<file path="config.mk">
export PLATFORM = sky130hd
export DESIGN_NAME = alu_issue_stage
export DESIGN_NICKNAME = d
export VERILOG_FILES = /design/src/rtl/alu_pkg.sv /design/src/rtl/alu_issue_decode.sv /design/src/rtl/alu_issue_stage.sv
export SDC_FILE = /design/constraint.sdc
export NUM_CORES = 1
export LEC_CHECK = 0
export ABC_AREA = 1
export CAP_MARGIN = 5
export CORE_MARGIN = 3
export CORE_UTILIZATION = 35
export CTS_CLUSTER_SIZE = 14
export DETAILED_ROUTE_END_ITERATION = 6
export GPL_ROUTABILITY_DRIVEN = 0
export PLACE_DENSITY = 0.65
export SLEW_MARGIN = 20
export SYNTH_ARGS = -nofsm -noshare
export SYNTH_HDL_FRONTEND = slang
export SYNTH_SLANG_ARGS = --single-unit
</file>
<file path="constraint.sdc">
create_clock -name clk -period 1.65 [get_ports clk]
set_input_delay 0.165 -clock clk [delete_from_list [all_inputs] [get_ports clk]]
set_output_delay 0.165 -clock clk [all_outputs]
set_load 0.02 [all_outputs]
</file>
<file path="src/rtl/alu_pkg.sv">
// ---------------------------------------------------------------------------
// alu_pkg
// Shared definitions for the MIPS31 ALU control interface: the 4-bit ALU
// control codes, the opcode/funct values decoded by the issue stage, and the
// issue payload struct carried from ID to EX.
// ---------------------------------------------------------------------------
package alu_pkg;

    // ALU control codes; 0000 is reserved to mark an undecodable instruction.
    localparam logic [3:0] ALU_INVALID = 4'b0000;
    localparam logic [3:0] ALU_MOVN    = 4'b0001;
    localparam logic [3:0] ALU_ADD     = 4'b0010;
    localparam logic [3:0] ALU_ADDU    = 4'b0011;
    localparam logic [3:0] ALU_SUB     = 4'b0100;
    localparam logic [3:0] ALU_SUBU    = 4'b0101;
    localparam logic [3:0] ALU_AND     = 4'b0110;
    localparam logic [3:0] ALU_OR      = 4'b0111;
    localparam logic [3:0] ALU_XOR     = 4'b1000;
    localparam logic [3:0] ALU_NOR     = 4'b1001;
    localparam logic [3:0] ALU_SLT     = 4'b1010;
    localparam logic [3:0] ALU_SLTU    = 4'b1011;
    localparam logic [3:0] ALU_SRL     = 4'b1100;
    localparam logic [3:0] ALU_SRA     = 4'b1101;
    localparam logic [3:0] ALU_SLL     = 4'b1110;
    localparam logic [3:0] ALU_LUI     = 4'b1111;

    // Opcodes
    localparam logic [5:0] OP_RTYPE = 6'h00;
    localparam logic [5:0] OP_ADDI  = 6'h08;
    localparam logic [5:0] OP_ADDIU = 6'h09;
    localparam logic [5:0] OP_SLTI  = 6'h0A;
    localparam logic [5:0] OP_SLTIU = 6'h0B;
    localparam logic [5:0] OP_ANDI  = 6'h0C;
    localparam logic [5:0] OP_ORI   = 6'h0D;
    localparam logic [5:0] OP_XORI  = 6'h0E;
    localparam logic [5:0] OP_LUI   = 6'h0F;
    localparam logic [5:0] OP_LW    = 6'h23;
    localparam logic [5:0] OP_SW    = 6'h2B;

    // R-type funct values
    localparam logic [5:0] FN_SLL  = 6'h00;
    localparam logic [5:0] FN_SRL  = 6'h02;
    localparam logic [5:0] FN_SRA  = 6'h03;
    localparam logic [5:0] FN_SLLV = 6'h04;
    localparam logic [5:0] FN_SRLV = 6'h06;
    localparam logic [5:0] FN_SRAV = 6'h07;
    localparam logic [5:0] FN_MOVN = 6'h0B;
    localparam logic [5:0] FN_ADD  = 6'h20;
    localparam logic [5:0] FN_ADDU = 6'h21;
    localparam logic [5:0] FN_SUB  = 6'h22;
    localparam logic [5:0] FN_SUBU = 6'h23;
    localparam logic [5:0] FN_AND  = 6'h24;
    localparam logic [5:0] FN_OR   = 6'h25;
    localparam logic [5:0] FN_XOR  = 6'h26;
    localparam logic [5:0] FN_NOR  = 6'h27;
    localparam logic [5:0] FN_SLT  = 6'h2A;
    localparam logic [5:0] FN_SLTU = 6'h2B;

    typedef struct packed {
        logic [3:0]  ctrl;
        logic [31:0] opr1;
        logic [31:0] opr2;
        logic [4:0]  dest;
        logic        regWrite;
        logic        illegal;
    } issuePayload_t;

    localparam int ISSUE_W = $bits(issuePayload_t);

endpackage

</file>
<file path="src/rtl/alu_issue_decode.sv">
// ---------------------------------------------------------------------------
// alu_issue_decode
// Purely combinational decode of one instruction plus its register-file read
// data into the ALU issue payload (packed issuePayload_t).
// Ports:
//   instr   in  32        instruction word
//   rsData  in  32        GPR[rs]
//   rtData  in  32        GPR[rt]
//   payload out ISSUE_W   packed issuePayload_t
// ---------------------------------------------------------------------------
module alu_issue_decode
    import alu_pkg::*;
(
    input  logic [31:0]        instr,
    input  logic [31:0]        rsData,
    input  logic [31:0]        rtData,
    output logic [ISSUE_W-1:0] payload
);

    logic [5:0]    opcode;
    logic [5:0]    funct;
    logic [31:0]   immSext;
    logic [31:0]   immZext;
    logic [31:0]   shamtOpr;
    logic [31:0]   varShOpr;
    logic          writes;
    logic          legal;
    issuePayload_t p;

    // The rs register number arrives already resolved as rsData.
    logic unusedRsField;
    assign unusedRsField = ^instr[25:21];

    assign opcode   = instr[31:26];
    assign funct    = instr[5:0];
    assign immSext  = {{16{instr[15]}}, instr[15:0]};
    assign immZext  = {16'h0000, instr[15:0]};
    assign shamtOpr = {27'b0, instr[10:6]};
    // The ALU shifts by the whole 32-bit opr1, so only rs[4:0] may pass.
    assign varShOpr = {27'b0, rsData[4:0]};

    always_comb begin
        p        = '0;
        p.opr1   = rsData;
        p.opr2   = rtData;
        p.dest   = instr[15:11];
        writes   = 1'b1;
        legal    = 1'b1;
        if (opcode == OP_RTYPE) begin
            case (funct)
                FN_ADD:  p.ctrl = ALU_ADD;
                FN_ADDU: p.ctrl = ALU_ADDU;
                FN_SUB:  p.ctrl = ALU_SUB;
                FN_SUBU: p.ctrl = ALU_SUBU;
                FN_AND:  p.ctrl = ALU_AND;
                FN_OR:   p.ctrl = ALU_OR;
                FN_XOR:  p.ctrl = ALU_XOR;
                FN_NOR:  p.ctrl = ALU_NOR;
                FN_SLT:  p.ctrl = ALU_SLT;
                FN_SLTU: p.ctrl = ALU_SLTU;
                FN_MOVN: p.ctrl = ALU_MOVN;
                FN_SLL:  begin p.ctrl = ALU_SLL; p.opr1 = shamtOpr; end
                FN_SRL:  begin p.ctrl = ALU_SRL; p.opr1 = shamtOpr; end
                FN_SRA:  begin p.ctrl = ALU_SRA; p.opr1 = shamtOpr; end
                FN_SLLV: begin p.ctrl = ALU_SLL; p.opr1 = varShOpr; end
                FN_SRLV: begin p.ctrl = ALU_SRL; p.opr1 = varShOpr; end
                FN_SRAV: begin p.ctrl = ALU_SRA; p.opr1 = varShOpr; end
                default: legal = 1'b0;
            endcase
        end else begin
            p.dest = instr[20:16];
            p.opr2 = immSext;
            case (opcode)
                OP_ADDI:  p.ctrl = ALU_ADD;
                OP_ADDIU: p.ctrl = ALU_ADDU;
                OP_SLTI:  p.ctrl = ALU_SLT;
                OP_SLTIU: p.ctrl = ALU_SLTU;
                OP_ANDI:  begin p.ctrl = ALU_AND; p.opr2 = immZext; end
                OP_ORI:   begin p.ctrl = ALU_OR;  p.opr2 = immZext; end
                OP_XORI:  begin p.ctrl = ALU_XOR; p.opr2 = immZext; end
                OP_LUI:   begin p.ctrl = ALU_LUI; p.opr2 = immZext; end
                OP_LW:    p.ctrl = ALU_ADDU;
                OP_SW:    begin p.ctrl = ALU_ADDU; writes = 1'b0; end
                default:  legal = 1'b0;
            endcase
        end
        if (!legal) begin
            p         = '0;
            p.illegal = 1'b1;
        end else begin
            p.regWrite = writes & (p.dest != 5'd0);
        end
    end

    assign payload = p;

endmodule

</file>
<file path="src/rtl/alu_issue_stage.sv">
// ---------------------------------------------------------------------------
// alu_issue_stage
// ID->EX issue stage: decodes the instruction through alu_issue_decode and
// registers the payload toward EX behind a valid/ready handshake.
// Optional feature macro: ALU_ISSUE_SKID_EN
//   defined   : 2-entry buffer (output register + skid), in_ready registered
//   undefined : single output register, in_ready = !out_valid | out_ready
// Ports:
//   clk, rst_n               clock, asynchronous active-low reset
//   in_valid/in_ready        ID handshake; in_instr, in_rs_data, in_rt_data
//   flush                    synchronous squash of all held entries
//   out_valid/out_ready      EX handshake
//   out_alu_ctrl, out_opr1, out_opr2, out_dest, out_reg_write, out_illegal
//   illegal_cnt              saturating count of accepted illegal instrs
// ---------------------------------------------------------------------------
module alu_issue_stage
    import alu_pkg::*;
#(
    parameter int CNT_W = 16
) (
    input  logic             clk,
    input  logic             rst_n,
    input  logic             in_valid,
    output logic             in_ready,
    input  logic [31:0]      in_instr,
    input  logic [31:0]      in_rs_data,
    input  logic [31:0]      in_rt_data,
    input  logic             flush,
    output logic             out_valid,
    input  logic             out_ready,
    output logic [3:0]       out_alu_ctrl,
    output logic [31:0]      out_opr1,
    output logic [31:0]      out_opr2,
    output logic [4:0]       out_dest,
    output logic             out_reg_write,
    output logic             out_illegal,
    output logic [CNT_W-1:0] illegal_cnt
);

    logic [ISSUE_W-1:0] decoded;
    issuePayload_t      decPayload;
    issuePayload_t      outPayload;
    logic               outValid;
    logic               accept;
    logic [CNT_W-1:0]   illegalCnt;

    alu_issue_decode uDecode (
        .instr   (in_instr),
        .rsData  (in_rs_data),
        .rtData  (in_rt_data),
        .payload (decoded)
    );

    assign decPayload = issuePayload_t'(decoded);
    // flush wins over a same-cycle input.
    assign accept     = in_valid & in_ready & ~flush;

`ifdef ALU_ISSUE_SKID_EN
    issuePayload_t skidPayload;
    logic          skidValid;

    // Ready only depends on state, so there is no comb path from out_ready.
    assign in_ready = ~skidValid;

    always_ff @(posedge clk or negedge rst_n) begin
        if (!rst_n) begin
            outValid    <= 1'b0;
            outPayload  <= '0;
            skidValid   <= 1'b0;
            skidPayload <= '0;
        end else if (flush) begin
            outValid  <= 1'b0;
            skidValid <= 1'b0;
        end else if (outValid && !out_ready) begin
            // Output stalled: a new entry can only land in the skid slot,
            // which is empty whenever accept is possible.
            if (accept) begin
                skidPayload <= decPayload;
                skidValid   <= 1'b1;
            end
        end else if (skidValid) begin
            // Output free: older skid entry goes first; in_ready was low.
            outPayload <= skidPayload;
            outValid   <= 1'b1;
            skidValid  <= 1'b0;
        end else begin
            outValid <= accept;
            if (accept) outPayload <= decPayload;
        end
    end
`else
    assign in_ready = ~outValid | out_ready;

    always_ff @(posedge clk or negedge rst_n) begin
        if (!rst_n) begin
            outValid   <= 1'b0;
            outPayload <= '0;
        end else if (flush) begin
            outValid <= 1'b0;
        end else if (accept) begin
            outValid   <= 1'b1;
            outPayload <= decPayload;
        end else if (out_ready) begin
            outValid <= 1'b0;
        end
    end
`endif

    // Counter survives flush; only reset clears it.
    always_ff @(posedge clk or negedge rst_n) begin
        if (!rst_n) begin
            illegalCnt <= '0;
        end else if (accept && decPayload.illegal && !(&illegalCnt)) begin
            illegalCnt <= illegalCnt + {{(CNT_W-1){1'b0}}, 1'b1};
        end
    end

    assign out_valid     = outValid;
    assign out_alu_ctrl  = outPayload.ctrl;
    assign out_opr1      = outPayload.opr1;
    assign out_opr2      = outPayload.opr2;
    assign out_dest      = outPayload.dest;
    assign out_reg_write = outPayload.regWrite;
    assign out_illegal   = outPayload.illegal;
    assign illegal_cnt   = illegalCnt;

endmodule

</file>
Yosys cells after proc, flatten, opt, wreduce, memory -nomap -nowiden
Cells that the tools add are included.
Cells by class
  add/subtract/negate cells: 1
  equality and inequality tests: 26
  multiplexer cells: 18
  bitwise logic cells: 6
  reduce and logical (&&, ||, !) cells: 18
Operator list (number)
  2-to-1 mux 73 bit: 1
  == test 6 bit, second input constant: 12
  2-to-1 mux 32 bit: 2
  one-hot mux 32 bit (2 select lines): 1
  one-hot mux 4 bit (14 select lines): 1
  == test 6 x 4 -> 1 bit, second input constant: 9
  2-to-1 mux 37 bit: 1
  one-hot mux 4 bit (8 select lines): 1
  == test 6 x 3 -> 1 bit, second input constant: 3
  OR reduction 17 bit: 1
  adder 16 x 1 -> 16 bit, second input constant: 1
  AND reduction 16 bit: 1
  == test 6 x 2 -> 1 bit, second input constant: 2
  logical NOT 6 bit: 2
  2-to-1 mux 1 bit: 10
  OR reduction 10 bit: 1
  OR reduction 3 bit: 3
  OR reduction 2 bit: 3
  nonzero test 5 bit: 1
  2-to-1 mux 4 bit: 1
  OR reduction 4 bit: 1
  AND 1 bit: 3
  nonzero test 3 bit: 1
  logical AND 1 bit: 2
  4 further kinds: 5
Word-level totals
  register bits: 92
  bits of input ports: 101
  output and inout port bits: 93
  word-level logic and storage cells: 77

Logic depth before layout (Yosys ltp)
  depth in word-level cells: 7
  gate-level depth with buffers: 12
  gate-level depth less buffers: 11

Cells and area by module
From an unflattened synthesis, not the netlist that was laid out.
Unflattened totals
  cells, all modules: 779
  area total of the unflattened synthesis: 5275.1 sq um
Modules (own cells, without submodules)
  alu_issue_stage: times used 1, cells an instance 472, area an instance 3902.5 sq um, sequential area each 2302.2 sq um
  alu_issue_decode: times used 1, cells an instance 307, area an instance 1372.6 sq um, sequential area each 0.0 sq um

Worst setup path after synthesis
Ideal clock, no wire load.
  kind: register to register
  from: register illegalCnt[1] (netlist: illegal_cnt[1])
  to: register illegalCnt[7] (netlist: illegal_cnt[7])
  setup time: 0.118 ns
  data arrival time: 1.703 ns
  data required time: 1.532 ns
  slack: -0.171 ns
  stages on the path, launching flop included: 8
  buffers on the path: 1
  period minus slack after synthesis: 1.821 ns
  cell sequence: dfrtp_1 ha_1 nand3_1 nor2_1 nand4_1 clkbuf_1 nand4_1 nand2_1
Between the ends
  cells in the longest elaborated chain, start to end: 3
  elaborated cells between the ends (all ways): 4
  classes of those cells: add/sub (1); reduce/logical (3)
Ends and longest elaborated chain
  start: declaration: line alu_issue_stage.sv:45  | logic [CNT_W-1:0] illegalCnt;
  start signal: assignment: line alu_issue_stage.sv:114  | illegalCnt <= illegalCnt + {{(CNT_W-1){1'b0}}, 1'b1};
  branches (longest 3 deep; another with adder 16 x 1 -> 16 bit)
Parallel ways; which one is timed is not known.
A chain may end at the register's enable or synchronous reset.

Final worst setup path
  from: register illegalCnt[13] (netlist: illegal_cnt[13])
  to: output illegal_cnt[13]
RTL lines
  end: declaration: line alu_issue_stage.sv:37  | output logic [CNT_W-1:0] illegal_cnt
No word-level cell between the ends.

==> results.sh <==
export IMPL_status="finished, final reports clean"
export IMPL_layout_setup_ws_ps=51.7
export IMPL_r2r_setup_slack_ps=100
export IMPL_initialDrtViolationCount=356
export IMPL_hpwlAfterDp_mm=12.4
export IMPL_p_total_mw=6.28
export IMPL_via_per_inst=4.96
export IMPL_htree_levels=3
export IMPL_yosysWarnings=0
export IMPL_tightestPinTransition_ps=423
export IMPL_detail_route_wl_per_cell_um=15.9
export IMPL_rows=43
export IMPL_die_y_um=127
export IMPL_grtUsageMet2_pct=33.3
export IMPL_num_vias=5259
export IMPL_grt_first_pass_wirelength_mm=26.0
export IMPL_grt_antenna_before_repair=3
export IMPL_worst_skew_pair_late_latency_ps=350
export IMPL_core_region_area_um2=14100
export IMPL_setup_violations=0
export IMPL_cts_tree="yes"
export IMPL_placement_io_buffers=188
export IMPL_clock_root_buffer="clkbuf_16"
export IMPL_drv_slew=0
export IMPL_powerDensity_nw_per_um2=764
export IMPL_overflow=0
export IMPL_fin_nets=975
export IMPL_synth_seq_cells=92
export IMPL_fin_cells=1060
export IMPL_skew_ps=4.59
export IMPL_critPathLaunchType="flip-flop"
export IMPL_clkTransAtPathRegs_ps=70
export IMPL_die_area_um2=16200
export IMPL_netlist_area_um2=5160
export IMPL_synth_top_area_share_pct=44.6
export IMPL_synthCells=633
export IMPL_track_usage_pct=20.0
export IMPL_grt_pass1_vias=5104
export IMPL_dp_cells=1033
export IMPL_min_period_over_period_pct=96.9
export IMPL_ys_seq_area_share_pct=44.6
export IMPL_ys_types=44
export IMPL_fin_crit_ps=1600
export IMPL_drt_first_pass_iters=5
export IMPL_cts_inserted_buffers=9
export IMPL_grt_use_met3_pct=3.80
export IMPL_initial_core_util_pct=36.5
export IMPL_arrival_ps=1430
export IMPL_drc=0
export IMPL_path_max_fanout=4
export IMPL_slew_headroom_pct=71.8
export IMPL_finalHoldViolCount=0
export IMPL_grt_start_max_net_pins=41
export IMPL_yosys_area_top_type="dfrtp_1"
export IMPL_max_freq_ghz=0.626
export IMPL_p_leak_nw=3.92
export IMPL_grt_busiest_layer="met2"
export IMPL_critPathKind="flip-flop to output port"
export IMPL_end_kind="output port"
export IMPL_synth_area_leaders="dfrtp_1, nand2_1, o21ai_0"
export IMPL_synth_main_ff_cell="dfrtp_1"
export IMPL_maxCapViolCount=0
export IMPL_pre_cts_slack_ps=-563
export IMPL_synth_area_per_cell_um2=8.16
export IMPL_synth_edff_count=0
export IMPL_cts_sinks=92
export IMPL_multi_input_area_um2=2610
export IMPL_ir_drop_mv=0.510
export IMPL_fillCellCount=1247
export IMPL_required_ps=1480
export IMPL_regArea_um2=2310
export IMPL_clockBufferDepth=2
export IMPL_met1_usage_pct=25.8
export IMPL_drive_above_1_share_pct=20.7
export IMPL_synth_async_reset_ratio_pct=100
export IMPL_hold_path_class="primary input to async pin"
export IMPL_wirelength_mm=16.9
export IMPL_synthToLayoutAreaGrowth_pct=59.2
export IMPL_die_w_um=127
export IMPL_syn_nets=735
export IMPL_io_pins=194
export IMPL_ant_nets=0
-- cells in the final DEF (no fill, tap or decap), types with 2 or more instances in the layout --
cell,synthesis,routed
a21boi_0,27,27
a21oi_1,2,2
buf_12,0,9
buf_4,2,61
buf_6,6,3
clkbuf_16,0,9
clkdlybuf4s50_1,0,173
clkinv_2,0,2
dfrtp_1,92,85
dfrtp_2,0,7
diode_2,0,2
dlygate4sd2_1,0,2
dlymetal6s2s_1,0,12
inv_1,30,29
inv_2,11,12
inv_6,0,2
nand2_1,204,202
nand2_2,2,3
nand2_4,3,4
nand3_1,34,31
nand3_2,24,25
nand3_4,1,3
nand4_1,22,22
nand4_4,1,2
nor2_1,23,16
nor2_2,3,6
nor2_4,3,7
nor3_1,3,3
nor3_4,2,3
o21ai_0,53,47
o21ai_1,23,27
o21ai_2,10,12
xnor2_1,4,4
xor2_1,3,3
-- routing by layer --
metal	share of wire [%]	up-vias	wire (um)
met5	0.10	-	17
met4	1.9	2	320
met3	6.7	21	1130
met2	49	177	8210
met1	43	2480	7180
li1	-	2579	-
-- worst max-delay path: stages (launching register included) --
cell and delay [ps]:
dfrtp_1 350, buf_4 130, clkdlybuf4s50_1 600
-- report_power, final --
group          leakage (nW)  internal, mW  switching (mW)
sequential             1.24          2.45           0.164
combinational          2.54         0.834           0.859
clock                 0.136          1.07           0.904
-- timing repair --
action                                 4_1_cts  5_1_grt
endpoints found under the hold margin       27        0
gates cloned                                 0        3
setup endpoints to repair                   60       92
buffers inserted                             2        3
gates resized for setup                      9       43
hold buffers                                 1        0
pin swaps                                    2        9
-- path summary, 6_finish.rpt --
check                                      from               to  cells after the start
worst min register to register      out_opr1[3]      out_opr1[3]                      2
max in group asynchronous                 rst_n      out_dest[1]                      3
worst max register to register   illegal_cnt[0]  illegal_cnt[15]                     10
worst min-delay path                      rst_n     out_opr1[30]                      2
min in group clk                   in_instr[29]  out_alu_ctrl[3]                      5
worst max-delay path            illegal_cnt[13]  illegal_cnt[13]                      2
-- registers in the layout, summed over array words and instances (netlist names) --
name and count:
out_alu_ctrl 4, out_reg_write 1, out_opr1 32, illegal_cnt 16, out_opr2 32, out_illegal 1
out_dest 5, out_valid 1
-- cells by family after synthesis --
kind of cell	Yosys count	synth area share, %
and+or+nand+nor	331	32.0
AOI/OAI and AO/OA	121	14.5
DFF	92	44.6
buffers and inverters	80	7.34
xor gates and xnor gates	7	1.19
muxes	1	0.194
adders and majority gates	1	0.242
-- stage by stage --
step	hold WS (ps)	util, %	instance area (um^2)	TNS (ps)
after global routing	313	58.1	8220	-963
after detailed placement	132	54.5	7710	-33590
after floorplan	-131	-	5210	0
after CTS	293	56.8	8040	0
final	289	58.1	8220	0
after global placement	129	54.5	7710	-30370
-- synthesized netlist by cell type (4+ instances only) --
cell,number
buf_6,6
nand3_2,24
dfrtp_1,92
nand2_1,204
inv_1,30
inv_2,11
nor2_1,23
o21ai_2,10
xnor2_1,4
nand3_1,34
nand4_1,22
clkbuf_1,18
buf_2,8
a21boi_0,27
o21ai_1,23
o21ai_0,53
-- final cells by class --
cell class / instances / share of cell area, %
Multi-Input combinational cell: 463 / 31.8
Timing Repair Buffer: 262 / 31.6
Antenna cell: 2 / 0.0609
Tap cell: 180 / 2.74
Sequential cell: 92 / 28.1
Timing Repair inverter: 1 / 0.107
Inverter: 44 / 2.19
Clock inverter: 5 / 0.426
Clock buffer: 11 / 2.95
(Power assumes the default switching activity.)
